===== src/rtl/buffer_port_arbiter_pkg.sv =====
// buffer_port_arbiter_pkg: shared types and constants for the buffer port arbiter.
// The clock/reset record, the request payload struct and the read-detect helper
// live here so the arbiter, its interface and the bench agree on one definition.
package buffer_port_arbiter_pkg;

    // Clock/reset record: single clock plus asynchronous active-high reset.
    typedef struct packed {
        logic clk;
        logic reset;
    } ckrs_t;

    // Payload widths of the request struct. The top level casts its own AW/DW
    // onto these fields, so widen them here if the buffer ever grows past 32 bits.
    localparam int BUF_AW = 32;
    localparam int BUF_DW = 32;

    // Byte write enables of all zero mean "read".
    localparam logic [3:0] BUF_WE_NONE = 4'b0000;

    // One request payload as presented to the shared buffer port.
    typedef struct packed {
        logic [BUF_AW-1:0] addr;
        logic [BUF_DW-1:0] din;
        logic [3:0]        we;
    } buf_req_t;

    // True when a payload is a read rather than a write.
    function automatic logic isRead(input logic [3:0] we);
        return (we == BUF_WE_NONE);
    endfunction

endpackage


===== src/rtl/buffer_port_arbiter_if.sv =====
// buffer_port_arbiter_if: the bundle toward the single-port block-RAM buffer.
// The arbiter uses the master modport (drives en/addr/din/we, receives dout);
// the buffer model or RAM wrapper uses the slave modport.
interface buffer_port_arbiter_if
    import buffer_port_arbiter_pkg::*;
#(
    parameter int AW = BUF_AW,
    parameter int DW = BUF_DW
);
    logic          en;
    logic [AW-1:0] addr;
    logic [DW-1:0] din;
    logic [3:0]    we;
    logic [DW-1:0] dout;

    modport master (
        output en,
        output addr,
        output din,
        output we,
        input  dout
    );

    modport slave (
        input  en,
        input  addr,
        input  din,
        input  we,
        output dout
    );
endinterface


===== src/rtl/buffer_port_arbiter_rr_arbiter.sv =====
// rr_arbiter: round-robin pointer plus one-hot grant for the buffer port arbiter.
// The grant is purely combinational from req_i and the pointer; the pointer moves
// one past the winner whenever the owner of the port reports a completed transfer.
module rr_arbiter
    import buffer_port_arbiter_pkg::*;
#(
    parameter int N_REQ = 4
) (
    input  ckrs_t            ClkRs_ix,
    input  logic [N_REQ-1:0] req_i,
    input  logic             advance_i,
    output logic [N_REQ-1:0] gnt_o
);

    localparam int PW = (N_REQ > 1) ? $clog2(N_REQ) : 1;

    logic          clk;
    logic          rst;
    logic [PW-1:0] ptr_q;
    logic [PW-1:0] ptr_d;
    logic [PW-1:0] winIdx;
    logic          found;
    int            idx;

    assign clk = ClkRs_ix.clk;
    assign rst = ClkRs_ix.reset;

    // Scan requesters starting at the pointer, wrapping once, and grant the first one asserting req.
    always_comb begin
        gnt_o  = '0;
        winIdx = ptr_q;
        found  = 1'b0;
        idx    = 0;
        for (int k = 0; k < N_REQ; k++) begin
            idx = int'(ptr_q) + k;
            if (idx >= N_REQ) begin
                idx = idx - N_REQ;
            end
            if (!found && req_i[idx]) begin
                found      = 1'b1;
                gnt_o[idx] = 1'b1;
                winIdx     = PW'(idx);
            end
        end
    end

    // After a transfer the winner drops to lowest priority; with no transfer the pointer holds.
    always_comb begin
        ptr_d = ptr_q;
        if (advance_i) begin
            if (winIdx == PW'(N_REQ - 1)) begin
                ptr_d = '0;
            end else begin
                ptr_d = winIdx + PW'(1);
            end
        end
    end

    // Pointer register, cleared to requester 0 on reset.
    always_ff @(posedge clk or posedge rst) begin
        if (rst) begin
            ptr_q <= '0;
        end else begin
            ptr_q <= ptr_d;
        end
    end

endmodule


===== src/rtl/buffer_port_arbiter.sv =====
// buffer_port_arbiter: shares one single-port block-RAM buffer port between N_REQ
// requesters with round-robin arbitration. Accepted requests are issued to the
// buffer one cycle later; reads return a one-hot strobe RD_LATENCY cycles after
// their issue cycle, with rdata_o taken straight from the buffer output.
// Optional per-requester grant counters are built when BUFFER_ARB_STATS_EN is defined.
module buffer_port_arbiter
    import buffer_port_arbiter_pkg::*;
#(
    parameter int N_REQ      = 4,
    parameter int RD_LATENCY = 2,
    parameter int AW         = BUF_AW,
    parameter int DW         = BUF_DW
) (
    input  ckrs_t                       ClkRs_ix,
    input  logic [N_REQ-1:0]            req_i,
    input  logic [N_REQ-1:0][AW-1:0]    addr_i,
    input  logic [N_REQ-1:0][DW-1:0]    din_i,
    input  logic [N_REQ-1:0][3:0]       we_i,
    output logic [N_REQ-1:0]            gnt_o,
    output logic [N_REQ-1:0]            rvalid_o,
    output logic [DW-1:0]               rdata_o,
    buffer_port_arbiter_if.master       bufPort
`ifdef BUFFER_ARB_STATS_EN
    ,
    input  logic                        stats_clr_i,
    output logic [N_REQ-1:0][15:0]      grant_cnt_o
`endif
);

    logic                              clk;
    logic                              rst;
    logic                              transfer;
    buf_req_t                          selReq;

    logic                              issueEn_q;
    logic                              issueEn_d;
    logic [AW-1:0]                     issueAddr_q;
    logic [AW-1:0]                     issueAddr_d;
    logic [DW-1:0]                     issueDin_q;
    logic [DW-1:0]                     issueDin_d;
    logic [3:0]                        issueWe_q;
    logic [3:0]                        issueWe_d;
    logic [N_REQ-1:0]                  issueTag_q;
    logic [N_REQ-1:0]                  issueTag_d;

    logic [RD_LATENCY-1:0][N_REQ-1:0]  tagPipe_q;
    logic [RD_LATENCY-1:0][N_REQ-1:0]  tagPipe_d;

    assign clk = ClkRs_ix.clk;
    assign rst = ClkRs_ix.reset;

    rr_arbiter #(
        .N_REQ     (N_REQ)
    ) u_rr_arbiter (
        .ClkRs_ix  (ClkRs_ix),
        .req_i     (req_i),
        .advance_i (transfer),
        .gnt_o     (gnt_o)
    );

    assign transfer = |(req_i & gnt_o);

    // Select the granted requester's payload; the grant is one-hot so at most one term fires.
    always_comb begin
        selReq = '0;
        for (int i = 0; i < N_REQ; i++) begin
            if (gnt_o[i]) begin
                selReq.addr = BUF_AW'(addr_i[i]);
                selReq.din  = BUF_DW'(din_i[i]);
                selReq.we   = we_i[i];
            end
        end
    end

    // Next issue state: load the winner on a transfer, otherwise idle the port but keep addr/din.
    always_comb begin
        issueEn_d   = transfer;
        issueAddr_d = issueAddr_q;
        issueDin_d  = issueDin_q;
        issueWe_d   = BUF_WE_NONE;
        issueTag_d  = '0;
        if (transfer) begin
            issueAddr_d = AW'(selReq.addr);
            issueDin_d  = DW'(selReq.din);
            issueWe_d   = selReq.we;
            if (isRead(selReq.we)) begin
                issueTag_d = gnt_o;
            end
        end
    end

    // Shift read tags along so each one surfaces RD_LATENCY cycles after its issue cycle.
    always_comb begin
        tagPipe_d    = tagPipe_q;
        tagPipe_d[0] = issueTag_q;
        for (int k = 1; k < RD_LATENCY; k++) begin
            tagPipe_d[k] = tagPipe_q[k-1];
        end
    end

    // Issue registers and tag pipe; reset discards any reads still in flight.
    always_ff @(posedge clk or posedge rst) begin
        if (rst) begin
            issueEn_q   <= 1'b0;
            issueAddr_q <= '0;
            issueDin_q  <= '0;
            issueWe_q   <= BUF_WE_NONE;
            issueTag_q  <= '0;
            tagPipe_q   <= '0;
        end else begin
            issueEn_q   <= issueEn_d;
            issueAddr_q <= issueAddr_d;
            issueDin_q  <= issueDin_d;
            issueWe_q   <= issueWe_d;
            issueTag_q  <= issueTag_d;
            tagPipe_q   <= tagPipe_d;
        end
    end

    assign bufPort.en   = issueEn_q;
    assign bufPort.addr = issueAddr_q;
    assign bufPort.din  = issueDin_q;
    assign bufPort.we   = issueWe_q;

    assign rvalid_o = tagPipe_q[RD_LATENCY-1];
    assign rdata_o  = bufPort.dout;

`ifdef BUFFER_ARB_STATS_EN
    logic [N_REQ-1:0][15:0] grantCnt_q;
    logic [N_REQ-1:0][15:0] grantCnt_d;

    // Per-requester transfer counters: clear wins over increment, counting stops at 0xFFFF.
    always_comb begin
        grantCnt_d = grantCnt_q;
        for (int i = 0; i < N_REQ; i++) begin
            if (stats_clr_i) begin
                grantCnt_d[i] = 16'h0000;
            end else if (req_i[i] && gnt_o[i] && (grantCnt_q[i] != 16'hFFFF)) begin
                grantCnt_d[i] = grantCnt_q[i] + 16'h0001;
            end
        end
    end

    // Counter registers.
    always_ff @(posedge clk or posedge rst) begin
        if (rst) begin
            grantCnt_q <= '0;
        end else begin
            grantCnt_q <= grantCnt_d;
        end
    end

    assign grant_cnt_o = grantCnt_q;
`endif

endmodule


===== src/flat_wrapper.sv =====
// flat-port wrapper written by rule: the top's interface ports become plain ports
module buffer_port_arbiter_flat import buffer_port_arbiter_pkg::*;
#(
    parameter int N_REQ      = 4,
    parameter int RD_LATENCY = 2,
    parameter int AW         = BUF_AW,
    parameter int DW         = BUF_DW
)
  (ClkRs_ix, req_i, addr_i, din_i, we_i, gnt_o, rvalid_o, rdata_o, bufPort_en, bufPort_addr, bufPort_din, bufPort_we, bufPort_dout);
  buffer_port_arbiter_if #(.AW(AW), .DW(DW)) bufPort_i ();
  input  ckrs_t ClkRs_ix;
  input  logic [N_REQ-1:0] req_i;
  input  logic [N_REQ-1:0][AW-1:0] addr_i;
  input  logic [N_REQ-1:0][DW-1:0] din_i;
  input  logic [N_REQ-1:0][3:0] we_i;
  output logic [N_REQ-1:0] gnt_o;
  output logic [N_REQ-1:0] rvalid_o;
  output logic [DW-1:0] rdata_o;
  output wire logic [$bits(bufPort_i.en)-1:0] bufPort_en;
  output wire logic [$bits(bufPort_i.addr)-1:0] bufPort_addr;
  output wire logic [$bits(bufPort_i.din)-1:0] bufPort_din;
  output wire logic [$bits(bufPort_i.we)-1:0] bufPort_we;
  input wire logic [$bits(bufPort_i.dout)-1:0] bufPort_dout;
  assign bufPort_en = bufPort_i.en;
  assign bufPort_addr = bufPort_i.addr;
  assign bufPort_din = bufPort_i.din;
  assign bufPort_we = bufPort_i.we;
  assign bufPort_i.dout = bufPort_dout;
  buffer_port_arbiter #(.N_REQ(N_REQ), .RD_LATENCY(RD_LATENCY), .AW(AW), .DW(DW)) u_core (.ClkRs_ix(ClkRs_ix), .req_i(req_i), .addr_i(addr_i), .din_i(din_i), .we_i(we_i), .gnt_o(gnt_o), .rvalid_o(rvalid_o), .rdata_o(rdata_o), .bufPort(bufPort_i));
endmodule

===== config.mk =====
export PLATFORM = sky130hd
export DESIGN_NAME = buffer_port_arbiter_flat
export DESIGN_NICKNAME = d
export VERILOG_FILES = /design/src/rtl/buffer_port_arbiter_pkg.sv /design/src/rtl/buffer_port_arbiter_if.sv /design/src/rtl/buffer_port_arbiter_rr_arbiter.sv /design/src/rtl/buffer_port_arbiter.sv /design/src/flat_wrapper.sv
export SDC_FILE = /design/constraint.sdc
export NUM_CORES = 1
export LEC_CHECK = 0
export CAP_MARGIN = 20
export CORE_AREA = 4 4 162 164
export CTS_CLUSTER_DIAMETER = 100
export DETAILED_ROUTE_END_ITERATION = 6
export DIE_AREA = 0 0 166 168
export GPL_TIMING_DRIVEN = 0
export MAX_ROUTING_LAYER = met4
export REMOVE_ABC_BUFFERS = 1
export SYNTH_ARGS = -nofsm -noshare
export SYNTH_HDL_FRONTEND = slang
export SYNTH_SLANG_ARGS = --single-unit

===== constraint.sdc =====
create_clock -name ClkRs_ix -period 4.6 [get_ports ClkRs_ix]
set_clock_uncertainty 0.15 [all_clocks]
set_input_delay 1.15 -clock ClkRs_ix [delete_from_list [all_inputs] [get_ports ClkRs_ix]]
set_output_delay 1.15 -clock ClkRs_ix [all_outputs]
set_load 0.005 [all_outputs]

==> metrics.md, run 1 <==
| Metric | Value |
|---|---|
| Critical-path cell list | buf_2 > mux4_2 > buf_4 > a211o_1 > a22oi_2 > buf_6 > inv_16 > clkdlybuf4s50_1 |
| Chip Height | 168 µm |
| Most used DFF post-synth | dfrtp_1 |
| Switch share | 49.6% |
| Final period util | 98.4% |
| Worst vdd ir | 0.649 mV |
| Sequential share of power | 12.2% |
| Average size of a mapped cell | 9.12 µm² |
| # DRC | 0 |
| Final setup violation count | 0 |
| Reg2reg start | u_core.u_rr_arbiter.ptr_q[0]$_DFFE_PP0P_ |
| Post-detailed-route count of antenna-violating nets | 0 |
| Crit path max fanout | 35 |
| Die area | 27900 µm² |
| IO buf count | 353 |
| Vias in the first global route | 7636 |
| Worst Max-Slew Pin Slew | 1.06 ns |
| # IOs | 419 |
| Unrepaired setup endpoints after global routing | no |
| CTS tree | yes |
| Routed len/inst | 21.9 µm |
| DP Area | 9190 µm² |
| EDFF count, synth | 0 |
| Gp weighted congestion | 0.863 |
| #FFs+latches synth | 83 |
| Int Pwr | 4.77 mW |
| Synth cell types | 56 |
| Via/cell ratio | 5.10 |
| CP max stage delay | 0.55 ns |
| Sequential area share after synthesis | 36.5% |
| Yosys top cell by area | dfrtp_1 |
| Max-slew violation count | 0 |
| Power Dens Cells | 910 nW/µm² |
| Worst Setup End Kind | primary output |
| Antenna Cells | 0 |
| Netlist Area Pre-Place | 5690 µm² |
| Worst hold path type | reg2reg |
| Final-report hold violation count | 0 |
| Remaining Overflow, GRT | 0 |
| CP Launch Type | input pin |
| DRT Pass-1 Iters | 5 |
| Top post-synthesis cells by area | dfrtp_1 (36%), nand3_1 (11%), a221o_1 (11%) |
| Antenna violations before repair | 0 |
| Area share of the largest cell type after synthesis | 36.5% |
| Fin area | 10400 µm² |
| Max Cap Viol | 0 |
| Site Rows | 58 |
| Area growth, synth to finish | 82.6% |
| Tot GR Track Use | 21.7% |
| Leak Pwr | 4.48 nW |
| Hold Path Origin | u_core.issueTag_q[0]$_DFF_PP0_ |
| Slowest cell on the critical path | mux4_2 |
| Switching Power | 4.69 mW |
| Pin count of the biggest net entering global routing | 47 |
| DR vias | 6914 |
| R2R depth | 12 |
| Clock share of power | 19.5% |
| Pwr Total | 9.46 mW |
| Worst hold path depth | 0 |
| Hold path endpoint | u_core.tagPipe_d[4]$_DFF_PP0_ |
| CTS clk-pin slew, worst paths | 0.06 ns |
| DP Wirelength | 18.1 mm |
| Core footprint | 24900 µm² |
| Worst R2R End | u_core.issueTag_q[0]$_DFF_PP0_ |
| Synth top cells by count | nand3_1 (129), dfrtp_1 (83), nand2_1 (75) |
| Die Wd | 166 µm |
| Critical path required time | 3.30 ns |
| Routed wire length | 29.7 mm |
| Most frequent cell after synthesis | nand3_1 |
| Starting Density | 22.9% |
| R2r setup slk | 0.48 ns |
| Post-synth ARST share | 100% |
| Max Clk Rate | 221 MHz |
| Initial DRC count | 380 |
| Cts hold-fix bufs | 0 |
| Global-route wire length before repair | 44.2 mm |
| Status | completed |
| Clk_lat worst skew | 0.34 ns |
| Critical path class | in2out |
| Fin crit period | 4.53 ns |
| Yosys warnings | 0 |
| Worst rel slew slack | 29.5% |
| Layout cells sized above 1 | 9.74% |
| WP data arrival | 3.23 ns |
| Logic pwr share | 68.2% |
| Post-Synthesis Cells | 624 |
| Nets | 1333 |
[state kept, by name, summed over array words and instances, names as in the netlist]
signal	flops
u_core.bufPort.din	32
u_core.rvalid_o	4
u_core.bufPort.en	1
u_core.issueTag_q	4
u_core.tagPipe_d	4
u_core.u_rr_arbiter.ptr_q	2
u_core.bufPort.addr	32
u_core.bufPort.we	4
[logic make-up after synthesis]
| group | count (synthesis) | share of synthesized area (%) |
|---|---|---|
| AND/OR/NAND/NOR | 240 | 20.2 |
| XOR/XNOR | 1 | 0.154 |
| adder cells (fa/ha/maj) | 7 | 1.54 |
| AO/OA/AOI/OAI | 177 | 26.8 |
| buffers and inverters | 106 | 12.5 |
| flip-flops | 83 | 36.5 |
| multiplexers | 10 | 2.35 |
[power groups by stage]
stage	combinational, mW	clock, mW	sequential [mW]
CTS	6.52	1.96	1.16
finish	6.46	1.85	1.16
floorplan	3.11	0.212	1.21
global route	7.03	2.12	1.19
global placement	5.36	0.212	1.20
detailed placement	5.69	0.212	1.20
[how the worst max path moves through the flow]
stage	startpoint	to	slack, ns	depth (start not counted)
3_5_place_dp	req_i[2]	gnt_o[2]	-1.28	7
6_report	req_i[3]	gnt_o[2]	0.07	8
3_3_place_gp	req_i[1]	gnt_o[2]	-4.73	7
2_1_floorplan	u_core.u_rr_arbiter.ptr_q[0]$_DFFE_PP0P_	gnt_o[2]	-1.00	7
5_1_grt	req_i[3]	gnt_o[2]	0.02	8
4_1_cts	u_core.u_rr_arbiter.ptr_q[0]$_DFFE_PP0P_	gnt_o[3]	0.01	9
[repair_timing]
| item | CTS | global route |
|---|---|---|
| cloned | 7 | 0 |
| gates resized for setup | 43 | 3 |
| setup buffers | 14 | 2 |
| setup endpoints to repair | 78 | 2 |
| pin swaps | 5 | 1 |
[critical path, delay by kind of cell]
kind | cells | cell delay, ns
buffers and inverters | 5 | 1.08
muxes | 1 | 0.55
AOI/OAI and AO/OA | 2 | 0.42
[cell usage in the layout (no fill, tap or decap), types with 4 or more instances in the layout]
| master | synthesis | final |
|---|---|---|
| clkdlybuf4s50_1 | 0 | 349 |
| nand3_1 | 129 | 129 |
| inv_1 | 5 | 87 |
| dfrtp_1 | 83 | 81 |
| nand2_1 | 75 | 75 |
| o211ai_1 | 65 | 65 |
| a221o_1 | 64 | 64 |
| clkbuf_16 | 0 | 18 |
| buf_4 | 39 | 16 |
| o21ai_0 | 9 | 9 |
| and2_1 | 8 | 8 |
| o22ai_1 | 7 | 7 |
| nand2b_1 | 7 | 6 |
| ha_1 | 7 | 6 |
| buf_8 | 0 | 6 |
| nor3_1 | 5 | 5 |
| nor2_1 | 5 | 5 |
| inv_4 | 0 | 4 |
| a221oi_1 | 4 | 4 |
[through the flow]
| step | util (%) | hold slack, ns | setup TNS (ns) | worst slack (ns) | instances |
|---|---|---|---|---|---|
| final | 41.8 | 0.195 | 0 | 0.0713 | 1357 |
| after global routing | 41.8 | 0.208 | 0 | 0.0208 | 1357 |
| after CTS | 41.6 | 0.194 | 0 | 0.00993 | 1355 |
| after detailed placement | 36.9 | 0.185 | -60.19 | -1.28 | 1221 |
| after global placement | 36.0 | 0.182 | -295.77 | -4.73 | 1210 |
| after floorplan | - | 0.181 | -49.01 | -1.00 | 527 |
[layout make-up]
cell class	count	area [µm²]
clock buffer	20	478
clock inverter	94	410
fill	2493	14500
inverter	8	75.1
multi-input combinational	438	3010
sequential	83	2080
tap	330	413
timing repair buffer	382	3910
timing repair inverter	2	17.5
[layer usage]
layer / track usage, % / routed length [µm] / up-vias
met1: 23.7 / 12000 / 3342
met5: - / 0 / -
li1: - / - / 3161
met3: 11.3 / 2870 / 40
met2: 32.8 / 14400 / 371
met4: 10.3 / 465 / 0
(Power assumes the default switching activity.)
==> run 2: changes to the inputs <==
--- a/constraint.sdc
+++ b/constraint.sdc
@@ -4,2 +4,2 @@
 set_output_delay 1.15 -clock ClkRs_ix [all_outputs]
-set_load 0.005 [all_outputs]
+set_load 0.01 [all_outputs]
==> run 2 against run 1 <==
Effect of this change:
- via count up 0.48%
- worst hold slack lost 0.0073 ns
- die area unchanged
- combinational power is 2% higher
- clock power is essentially flat
- worst setup slack gained 0.031 ns
- routed wire length grew 2.2%
- maximum frequency up 0.68%
- sequential power barely moved
- final cell count fell by 0.15%
- critical path depth is 1 lower
- largest cell class unchanged
- largest power group unchanged
==> metrics.md, run 2 (synthesis gave the netlist of run 1 again) <==
| Metric | Value |
|---|---|
| CTS tree | yes |
| # DRC | 0 |
| Crit path max fanout | 20 |
| Tot GR Track Use | 21.9% |
| Vias in the first global route | 7647 |
| Most frequent cells in the layout | clkdlybuf4s50_1 (345), nand3_1 (129), inv_1 (88), dfrtp_1 (81), nand2_1 (75) |
| DR vias | 6947 |
| WP data arrival | 3.20 ns |
| Final-report hold violation count | 0 |
| Worst hold path type | reg2reg |
| R2r setup slk | 0.35 ns |
| Gp weighted congestion | 0.863 |
| Buf/Inv on CP | 4 |
| Most common cell after layout, fill and taps aside | clkdlybuf4s50_1 |
| IO buf count | 353 |
| Antenna violations before repair | 0 |
| FF/Latch Area | 2080 µm² |
| Worst Setup End Kind | primary output |
| Pin count of the biggest net entering global routing | 47 |
| Worst rel slew slack | 29.2% |
| Critical path class | in2out |
| CP Launch Type | input pin |
| Status | completed |
| Final setup violation count | 0 |
| Die Wd | 166 µm |
| Max-slew violation count | 0 |
| Hold Path Origin | u_core.issueTag_q[0]$_DFF_PP0_ |
| Critical path required time | 3.30 ns |
| Area growth, synth to finish | 82.1% |
| Max Clk Rate | 222 MHz |
| Reg2reg start | u_core.u_rr_arbiter.ptr_q[1]$_DFFE_PP0P_ |
| Final period util | 97.8% |
| Clk_lat worst skew | 0.35 ns |
| Starting Density | 22.9% |
| DRT Pass-1 Iters | 5 |
| Max Cap Viol | 0 |
| # fillers | 2501 |
| Via/cell ratio | 5.13 |
| Worst Max-Slew Pin Slew | 1.06 ns |
| CP max stage delay | 0.56 ns |
| CP Launch Point | req_i[1] |
| Slowest cell on the critical path | mux4_2 |
| Total negative slack | 0 ns |
| Post-Route Utilization | 41.6% |
| Nets | 1331 |
| Layout cells sized above 1 | 9.46% |
| Remaining Overflow, GRT | 0 |
| Power Dens Cells | 927 nW/µm² |
| Unrepaired setup endpoints after global routing | no |
| Leak Pwr | 4.46 nW |
| Antenna Cells | 0 |
| Fin crit period | 4.50 ns |
| Post-detailed-route count of antenna-violating nets | 0 |
| DP Wirelength | 18.1 mm |
| Routed len/inst | 22.4 µm |
| Worst vdd ir | 0.661 mV |
| # IOs | 419 |
| Routed wire length | 30.4 mm |
| Chip Height | 168 µm |
| Initial DRC count | 413 |
| Area of the multi-input gates | 3020 µm² |
| CTS clk-pin slew, worst paths | 0.07 ns |
| Crit-path leading delay family | buffers and inverters |
| Die area | 27900 µm² |
| Critical-path cell list | clkdlybuf4s18_2 > mux4_2 > a211o_1 > a22oi_2 > bufinv_16 > buf_16 > clkdlybuf4s15_1 |
| Core footprint | 24900 µm² |
| Site Rows | 58 |
| Global-route wire length before repair | 44.5 mm |
-- run 2: cell types whose count changed in the layout (fill, tap and decap cells not counted), moves of 2 or more --
cell	change
buf_2	-2
dlygate4sd2_1	+3
buf_4	-4
clkdlybuf4s50_1	-4
-- run 2: power breakdown --
group	internal, mW	switching, mW	leakage, nW
combinational	2.76	3.83	2.67
clock	0.918	0.933	0.734
sequential	1.01	0.149	1.05
-- run 2: per-layer routing --
metal | vias to the layer above | wire length (µm) | GRT usage (%) | part of all wire [%]
met4 | 0 | 570 | 10.5 | 1.9
met3 | 39 | 2930 | 11.7 | 9.6
met5 | - | 0 | - | 0
met1 | 3372 | 12400 | 23.6 | 41
li1 | 3169 | - | - | -
met2 | 367 | 14500 | 33.1 | 48
-- run 2: final cells by class --
class / instances / area share, %
multi-input combinational: 439 / 29.1
timing repair buffer: 378 / 37.3
sequential: 83 / 20.1
tap: 330 / 3.98
clock buffer: 20 / 4.61
inverter: 8 / 0.724
clock inverter: 94 / 3.96
timing repair inverter: 3 / 0.254
-- run 2: worst paths after layout --
kind / endpoint / depth (start not counted)
min in group asynchronous: u_core.u_rr_arbiter.ptr_q[0]$_DFFE_PP0P_ / 3
setup reg to reg: u_core.issueTag_q[0]$_DFF_PP0_ / 12
max in group asynchronous: u_core.u_rr_arbiter.ptr_q[1]$_DFFE_PP0P_ / 3
hold / removal: u_core.tagPipe_d[4]$_DFF_PP0_ / 0
setup / recovery: gnt_o[3] / 7
hold reg to reg: u_core.tagPipe_d[4]$_DFF_PP0_ / 0
-- run 2: timing repair --
action / in CTS / in global routing
resized for setup: 42 / 5
pin swaps: 5 / 1
endpoints found under the setup margin: 78 / 11
hold buffers: 0 / 0
cloned: 7 / 1
buffers inserted: 12 / 1
-- run 2: metrics by stage --
step	setup slack, ns	power, mW	hold WS [ns]	cells	instance area, µm²
after floorplan	-1.01	4.63	0.181	527	5010
after global placement	-4.76	6.89	0.182	1210	8960
after detailed placement	-1.32	7.23	0.185	1221	9190
after CTS	0.0163	9.71	0.194	1353	10300
after global routing	0.000728	10.4	0.208	1355	10400
final	0.102	9.60	0.188	1355	10400
==> run 3: changes to the inputs <==
Settings changed: SETUP_SLACK_MARGIN set to 0.4.
==> run 3 against run 2 <==
Effect of this change:
- count of clock-buffer cells in the layout did not move
- critical path depth fell by 1
- power rose by 1.4%
- largest power group unchanged
==> metrics.md, run 3 (synthesis gave the netlist of run 1 again) <==
| Metric | Value |
|---|---|
| R2R depth | 12 |
| Critical path required time | 3.30 ns |
| Nets | 1336 |
| Max Clk Rate | 239 MHz |
| FF/Latch Area | 2080 µm² |
| Starting Density | 22.9% |
| Slowest cell on the critical path | mux4_2 |
| Total negative slack | 0 ns |
| Core footprint | 24900 µm² |
| Clk_lat worst skew | 0.34 ns |
| Routed wire length | 30.7 mm |
| CTS tree | yes |
| Die Wd | 166 µm |
| R2r setup slk | 0.65 ns |
| Pin count of the biggest net entering global routing | 47 |
| Reg2reg start | u_core.u_rr_arbiter.ptr_q[0]$_DFFE_PP0P_ |
| Gp weighted congestion | 0.863 |
| Switching Power | 4.95 mW |
| Chip Height | 168 µm |
| DP Wirelength | 18.1 mm |
| Antenna Cells | 0 |
| Worst Setup End Kind | primary output |
| CP Launch Point | req_i[3] |
| CP max stage delay | 0.54 ns |
| Post-detailed-route count of antenna-violating nets | 0 |
| Critical-path cell list | buf_4 > mux4_2 > buf_4 > a211o_4 > a21o_4 > clkdlybuf4s15_1 |
| Area of the multi-input gates | 3030 µm² |
| Crit path to | gnt_o[1] |
| Vias in the first global route | 7706 |
| Post-Layout Cell Count | 1360 |
| Logic pwr share | 69.1% |
| Worst Max-Slew Pin Slew | 1.07 ns |
| Critical path class | in2out |
| Fin crit period | 4.19 ns |
| Sequential share of power | 11.9% |
| Most frequent cells in the layout | clkdlybuf4s50_1 (345), nand3_1 (129), inv_1 (87), dfrtp_1 (81), nand2_1 (75) |
| IO buf count | 353 |
| Switch share | 50.8% |
| # DRC | 0 |
| Int Pwr | 4.79 mW |
| Initial DRC count | 503 |
| Max-slew violation count | 0 |
| Final WS setup | 0.412 ns |
| Crit path max fanout | 14 |
| Setup Slack @ Placement | -1.32 ns |
| DRT Pass-1 Iters | 6 |
| Antenna violations before repair | 0 |
| Unrepaired setup endpoints after global routing | yes |
| Final period util | 91.0% |
| # IOs | 419 |
| Leak Pwr | 4.49 nW |
| Routed len/inst | 22.5 µm |
| Layout cells sized above 1 | 10.3% |
| Remaining Overflow, GRT | 0 |
| Area growth, synth to finish | 83.4% |
| Crit-path most repeated cell | buf_4 |
| Site Rows | 58 |
| WHS | 0.193 ns |
| WP data arrival | 2.89 ns |
| Final-report hold violation count | 0 |
| # fillers | 2488 |
| CP Launch Type | input pin |
| Clock share of power | 19.0% |
| Worst hold path type | reg2reg |
| Die area | 27900 µm² |
| Worst vdd ir | 0.666 mV |
| Max Cap Viol | 0 |
| Status | completed |
| Global-route wire length before repair | 45.3 mm |
| Worst R2R End | u_core.issueTag_q[0]$_DFF_PP0_ |
| Final setup violation count | 0 |
| Worst rel slew slack | 28.9% |
| DR vias | 6981 |
| Power Dens Cells | 933 nW/µm² |
| CTS clk-pin slew, worst paths | 0.06 ns |
| Placed insts | 1221 |
| Post-Route Utilization | 41.9% |
| Via/cell ratio | 5.13 |
| Tot GR Track Use | 22.4% |
| Most common cell after layout, fill and taps aside | clkdlybuf4s50_1 |
## run 3: cell types whose count changed in the layout (fill, tap and decap cells not counted), sizes merged
cell / before / now
inv: 99 / 98
dlygate4sd2: 3 / 0
clkinvlp: 1 / 2
buf: 25 / 33
bufbuf: 1 / 2
clkdlybuf4s18: 1 / 0
## run 3: area by class of cell
class                   instances  share of cell area (%)
repair buffers                383                    37.5
multi-input cells             439                    29.0
flip-flops and latches         83                    19.9
clock buffers                  20                    4.58
well taps                     330                    3.95
clock inverters                94                    3.93
inverters                       8                   0.779
repair inverters                3                   0.252
## run 3: worst min path at each step
stage | from | end | slack, ns | depth (start not counted)
floorplan | u_core.tagPipe_d[4]$_DFF_PP0_ | u_core.rvalid_o[0]$_DFF_PP0_ | 0.18 | 0
global placement | u_core.issueTag_q[2]$_DFF_PP0_ | u_core.tagPipe_d[6]$_DFF_PP0_ | 0.18 | 0
detailed placement | u_core.issueTag_q[3]$_DFF_PP0_ | u_core.tagPipe_d[7]$_DFF_PP0_ | 0.18 | 0
CTS | u_core.issueTag_q[0]$_DFF_PP0_ | u_core.tagPipe_d[4]$_DFF_PP0_ | 0.19 | 0
global route | u_core.issueTag_q[2]$_DFF_PP0_ | u_core.tagPipe_d[6]$_DFF_PP0_ | 0.21 | 0
finish | u_core.issueTag_q[0]$_DFF_PP0_ | u_core.tagPipe_d[4]$_DFF_PP0_ | 0.19 | 0
## run 3: metrics by stage
stage / instance area (µm²) / power (mW)
after floorplan: 5010 / 4.63
after global placement: 8960 / 6.89
after detailed placement: 9190 / 7.23
after CTS: 10400 / 9.90
after global routing: 10400 / 10.6
final: 10400 / 9.74
## run 3: repair_timing
| action | in CTS | in global routing |
|---|---|---|
| pin swaps | 6 | 3 |
| hold buffers | 0 | 0 |
| setup buffers | 15 | 2 |
| setup endpoints to repair | 79 | 7 |
| gates cloned | 9 | 0 |
| gates resized for setup | 59 | 5 |
## run 3: power groups by stage
stage | Combinational, mW | Sequential [mW] | Clock, mW
floorplan | 3.12 | 1.30 | 0.212
global placement | 5.48 | 1.20 | 0.212
detailed placement | 5.81 | 1.20 | 0.212
CTS | 6.77 | 1.16 | 1.96
global route | 7.28 | 1.19 | 2.12
finish | 6.73 | 1.16 | 1.85
## run 3: per-layer routing
metal | wire (µm) | share of wire (%) | global-route usage [%] | vias up
met3 | 2820 | 9.2 | 11.6 | 37
met2 | 14700 | 48 | 33.9 | 375
li1 | - | - | - | 3181
met4 | 457 | 1.5 | 10.2 | 0
met1 | 12700 | 41 | 24.5 | 3388
met5 | 0 | 0 | - | -
## run 3: worst max-delay path: cells and delay by family
kind	cells	cell delay (ns)
buffers and inverters	3	0.58
multiplexers	1	0.54
AO/OA/AOI/OAI	2	0.60
